[src/rtl/prbs18_sat_counter.sv]
// Saturating up-counter; clear beats increment.
module prbs18_sat_counter #(
    parameter int CNT_W = 16
) (
    input  logic             clk,
    input  logic             rst,
    input  logic             i_inc,
    input  logic             i_clr,
    output logic [CNT_W-1:0] o_count
);

    localparam logic [CNT_W-1:0] ONE = CNT_W'(1);

    logic [CNT_W-1:0] r_count;

    always_ff @(posedge clk) begin
        if (rst || i_clr)
            r_count <= '0;
        else if (i_inc && (r_count != '1))
            r_count <= r_count + ONE;
    end

    assign o_count = r_count;

endmodule

[config.mk]
export PLATFORM = sky130hd
export DESIGN_NAME = prbs18_sat_counter
export DESIGN_NICKNAME = d
export VERILOG_FILES = /design/src/rtl/prbs18_sat_counter.sv
export SDC_FILE = /design/constraint.sdc
export NUM_CORES = 1
export LEC_CHECK = 0
export CAP_MARGIN = 0
export CORE_UTILIZATION = 35
export CTS_CLUSTER_SIZE = 12
export DETAILED_ROUTE_END_ITERATION = 16
export PLACE_DENSITY = 0.64
export SKIP_LAST_GASP = 1
export SYNTH_ARGS = -nofsm -noshare
export SYNTH_HDL_FRONTEND = slang
export SYNTH_SLANG_ARGS = --single-unit
[constraint.sdc]
create_clock -name clk -period 4.25 [get_ports clk]
set_input_delay 0.85 -clock clk [delete_from_list [all_inputs] [get_ports clk]]
set_output_delay 0.85 -clock clk [all_outputs]
set_load 0.01 [all_outputs]
==> results of run 1 <==
per-stage QoR:
step | power (mW) | worst slack [ps] | instance area (sq um) | cells | hold slack, ps
final | 0.264 | 2030 | 1100 | 143 | 514
after global routing | 0.276 | 1880 | 1100 | 143 | 551
after CTS | 0.268 | 2020 | 1100 | 143 | 513
after detailed placement | 0.167 | 1750 | 1060 | 139 | 498
after global placement | 0.167 | 1810 | 1060 | 139 | 491
after floorplan | 0.161 | 2480 | 847 | 95 | 517
synth_stat cells, drive strengths merged:
library cell	count
or4	4
o211a	1
nand3	5
nor4	1
a211oi	1
or2	1
a41o	4
nor3	1
and3	1
xor2	2
and4	4
o21ai	5
xnor2	1
nand2	6
nor2	7
and2	2
or3	5
dfxtp	16
inv	1
clkbuf	3
o41ai	1
o31ai	3
a31oi	3
ha	1
a21oi	9
nand4	7
routing by layer:
metal / wire, um / up-vias
met5: 0 / -
met4: 27 / 0
met3: 64 / 4
met2: 847 / 12
met1: 940 / 374
li1: - / 415
power by group:
part	leakage [nW]	internal, mW	switching (mW)
Combinational	0.231	0.00553	0.00621
Clock	0.0210	0.0522	0.0487
Sequential	0.129	0.150	0.000965
path summary, 6_finish.rpt:
kind | from | endpoint | cells after the start
setup reg to reg | o_count[0] | o_count[9] | 5
hold reg to reg | o_count[15] | o_count[15] | 2
setup / recovery | i_inc | o_count[10] | 5
hold / removal | o_count[15] | o_count[15] | 2
area by class of cell:
type / count / area, sq um
Fill cell: 232 / 1160
Multi-Input combinational cell: 75 / 510
Sequential cell: 16 / 320
Timing Repair Buffer: 19 / 190
Clock buffer: 4 / 36.3
Tap cell: 28 / 35.0
Inverter: 1 / 3.75
worst max-delay path, stage by stage:
cell and delay [ps]:
clkdlybuf4s50_1 590, nand4_1 190, a211oi_1 430, a31oi_1 150
a41o_1 210
cell families (layout without fill, tap and decap cells):
logic type / after synthesis / in the layout / synth area share
AND/OR/NAND/NOR: 44 / 44 / 0.338
AO/OA/AOI/OAI: 27 / 27 / 0.219
flip-flops: 16 / 16 / 0.378
buffers and inverters: 4 / 24 / 0.0192
XOR/XNOR: 3 / 3 / 0.0310
adder cells (fa/ha/maj): 1 / 1 / 0.0148
==> results.py, run 1 <==
metrics = {
    "finish": {
        "final_common_cell": "clkdlybuf4s50_1",
        "layout-drive-gt1-share": 0.0957,
        "final_cell_mix": "clkdlybuf4s50_1 (19), dfxtp_1 (16), a21oi_1 (9), nor2_1 (7), nand2_1 (6)",
        "area_growth_pct": 29.4,
        "largest_reg_flops": 16,
        "nets": 121,
        "diodes": 0,
        "post-route-util": 0.486,
    },
    "global_routing": {
        "grtUsageMet1": 0.218,
        "grtUsageMet3": 0.0417,
        "grt_max_degree": 16,
        "met2_usage": 0.252,
        "grt-ovfl-total": 0,
        "globalRouteTotalUtil": 0.168,
        "grt-busiest-layer": "met2",
        "antenna_found_initial": 0,
        "grt_pass1_vias": 718,
        "grt_pass1_wl_um": 3280,
    },
    "floorplanning": {
        "die_area_sq_mm": 0.00262,
        "io_pins": 20,
        "num_rows": 17,
        "core_area_sq_mm": 0.00225,
        "die_w_um": 51.2,
        "start_util": 0.376,
        "die_height_um": 51.2,
    },
    "run_status": {
        "outcome": "finished clean",
    },
    "yosys": {
        "yosysTopAreaCell": "dfxtp_1",
        "synth_area_leaders": "dfxtp_1 (38%), a21oi_1 (5.3%), a41o_1 (4.7%), and4_1 (4.1%), nand4_1 (3.7%)",
        "synthesis.nets": 100,
        "yosys.area.top_type_share": 0.378,
        "ys_ff_latch": 16,
        "synthCells": 95,
        "yosysWarnings": 0,
        "synth_cell_types": 30,
        "syn_area_sq_um": 847,
        "yosysSeqAreaShare": 0.378,
        "synth_area_per_cell_sq_um": 8.92,
    },
    "drt": {
        "wl_per_cell_um": 13.1,
        "first_pass_iters": 3,
        "drc": 0,
        "vias": 805,
        "vias_per_cell": 5.63,
        "drt_first_iter_violations": 15,
        "wl_um": 1880,
        "ant_nets": 0,
    },
    "clocking": {
        "cts_tree": "built",
        "numCtsBuffers": 3,
        "clkTransAtPathRegs_ps": 90,
        "clockBufferDepth": 2,
        "root_buffer": "clkbuf_4",
        "cts_resized": 0,
        "post_cts_buffers": 0,
        "cts_sinks": 16,
        "cts_hold_buf": 0,
        "clock_latency_ps": 290,
        "htreeDepth": 1,
    },
    "sta": {
        "finalSetupViolations": 0,
        "tns_ps": 0,
        "finalHoldViolCount": 0,
        "min_period_ps": 2220,
        "finalMaxSlewViolations": 0,
        "slew_headroom": 0.566,
        "worst_slew_pin_slew_ps": 646,
        "max_freq_ghz": 0.450,
        "finalClockSkew_ps": 3.49,
        "min_period_over_period": 0.523,
        "rsz0062_at_grt": "false",
    },
    "pwr": {
        "power.leakage_nw": 0.381,
        "power.density_mw_per_mm2": 241,
        "peakVddDrop_mv": 0.144,
    },
    "setup_path": {
        "endpoint_kind": "flop",
        "critPathLaunchType": "primary input",
        "critPathArrivalTime_ps": 2420,
        "critical_path_class": "in2reg",
        "worst-path-max-fanout": 5,
        "r2r_setup_slack_ps": 2390,
        "cp.required_ps": 4440,
    },
    "placement": {
        "place_congestion": 0.746,
        "port-buffer-count": 19,
        "dp_hpwl_um": 1370,
    },
    "flow_run": {
        "drv_cap": 0,
    },
    "worst_hold_path": {
        "hold_class": "reg2reg",
    },
}
Power figures use the tool's default switching activity.
==> run 2, diff against run 1 <==
- PLACE_DENSITY: 0.64 -> 0.66
- clock period: 4.25 -> 1.9 ns (I/O delays scaled with it)
==> run 2 against run 1 <==
Combinational power increased to 2.8 times the previous value. Sequential share of layout area shrank 0.81 points. Clock-buffer cell count down 1. Register-to-register slack worse by 2200 ps. Die area unchanged. Largest cell class unchanged. Clock power rose by 76%. Critical path depth shrank 4.
==> results.py, run 2 (synthesis gave the netlist of run 1 again) <==
metrics = {
    "drt": {
        "m1WireLength_um": 932,
        "drt_first_iter_violations": 21,
        "wl_um": 2040,
        "vias": 839,
        "vias_per_cell": 5.67,
        "first_pass_iters": 4,
        "drc": 0,
        "ant_nets": 0,
        "wl_met2_um": 971,
        "wl_per_cell_um": 13.8,
        "dr_wl_met3_um": 94,
        "top_layer_used": "met4",
    },
    "setup_path": {
        "cp.required_ps": 1520,
        "critPathLaunchType": "flop",
        "endpoint_kind": "output port",
        "r2r_setup_slack_ps": 150,
        "path_cells": "clkdlybuf4s50_1",
        "worst-path-max-fanout": 10,
        "slowest_delay_ps": 590,
        "slowest_stage": "clkdlybuf4s50_1",
        "critPathArrivalTime_ps": 1370,
        "cp.buffers_inverters": 1,
        "critPathTopFamily": "buffers and inverters",
        "critical_path_class": "reg2out",
    },
    "clocking": {
        "root_buffer": "clkbuf_4",
        "cts_hold_buf": 0,
        "numCtsBuffers": 3,
        "clkTransAtPathRegs_ps": 80,
        "cts_sinks": 16,
        "cts_tree": "built",
        "htreeDepth": 1,
        "clockBufferDepth": 2,
        "cts_resized": 0,
        "post_cts_buffers": 0,
        "clock_latency_ps": 290,
    },
    "finish": {
        "stdcell_count": 148,
        "final_cell_mix": "clkdlybuf4s50_1 (19), dfxtp_1 (16), a21oi_1 (9), nor2_1 (7)",
        "multiInputGateArea_sq_um": 510,
        "final_common_cell": "clkdlybuf4s50_1",
        "nets": 127,
        "layout-drive-gt1-share": 0.133,
        "num-fill-cells": 234,
        "area_growth_pct": 33.1,
        "diodes": 0,
        "largest_reg_flops": 16,
        "postLayoutCellArea_sq_mm": 0.00113,
        "regArea_sq_um": 320,
    },
    "sta": {
        "finalSetupViolations": 0,
        "finalClockSkew_ps": 2.51,
        "min_period_over_period": 0.923,
        "finalMaxSlewViolations": 0,
        "whs_ps": 514,
        "tns_ps": 0,
        "rsz0062_at_grt": "false",
        "max_freq_ghz": 0.570,
        "slew_headroom": 0.777,
        "worst_slew_pin_slew_ps": 333,
        "min_period_ps": 1750,
        "finalHoldViolCount": 0,
    },
    "global_routing": {
        "grt_pass1_wl_um": 3470,
        "antenna_found_initial": 0,
        "grt_pass1_vias": 772,
        "grt-ovfl-total": 0,
        "globalRouteTotalUtil": 0.183,
        "grt_max_degree": 16,
    },
    "pwr": {
        "seqPwrFrac": 0.615,
        "power_uw": 548,
        "peakVddDrop_mv": 0.335,
        "power.leakage_nw": 0.404,
        "power.density_mw_per_mm2": 487,
        "cellInternalPower_uw": 427,
        "power_switching_uw": 122,
        "p_clk_frac": 0.325,
        "p_sw_frac": 0.222,
        "pwr-share-comb": 0.060,
    },
    "floorplanning": {
        "die_height_um": 51.2,
        "num_rows": 17,
        "start_util": 0.376,
        "io_pins": 20,
        "die_w_um": 51.2,
        "core_area_sq_mm": 0.00225,
        "die_area_sq_mm": 0.00262,
    },
    "flow_run": {
        "drv_cap": 0,
    },
    "worst_hold_path": {
        "hold_class": "reg2reg",
    },
    "placement": {
        "postPlaceCellArea_sq_mm": 0.00110,
        "dp_hpwl_um": 1420,
        "port-buffer-count": 19,
        "place_congestion": 0.783,
        "numPlacedInstances": 145,
    },
    "run_status": {
        "outcome": "finished clean",
    },
}
-- run 2: metrics by stage --
step	util	worst slack, ps
floorplan	-	228
global placement	0.490	58.3
detailed placement	0.490	5.59
CTS	0.500	141
global route	0.500	56.6
finish	0.500	146
-- run 2: worst paths after layout --
path | from | to | depth (start not counted)
setup / recovery | o_count[9] | o_count[9] | 1
hold / removal | o_count[15] | o_count[15] | 2
setup reg to reg | o_count[1] | o_count[5] | 5
hold reg to reg | o_count[15] | o_count[15] | 2
-- run 2: worst min-delay path, stage by stage (launching register included) --
cell and delay, ps:
dfxtp_1 350, o31ai_1 70, a21oi_1 60
-- run 2: final cells by class --
type | count | share of cell area
repair buffers | 25 | 0.209
flip-flops and latches | 16 | 0.284
well taps | 28 | 0.0311
clock buffers | 3 | 0.0200
multi-input cells | 75 | 0.453
inverters | 1 | 0.00333
-- run 2: power by group through the flow --
stage	Clock (mW)	Combinational, mW	Sequential [mW]
after floorplan	0	0.0127	0.347
after global placement	0	0.0327	0.345
after detailed placement	0	0.0332	0.345
after CTS	0.185	0.0334	0.338
after global routing	0.198	0.0364	0.338
final	0.178	0.0329	0.338
-- run 2: layer usage --
metal  up-vias  global-route usage
met5         -                   0
met4         0               0.125
met3         4              0.0565
met2        19               0.281
met1       387               0.214
li1        429                   -
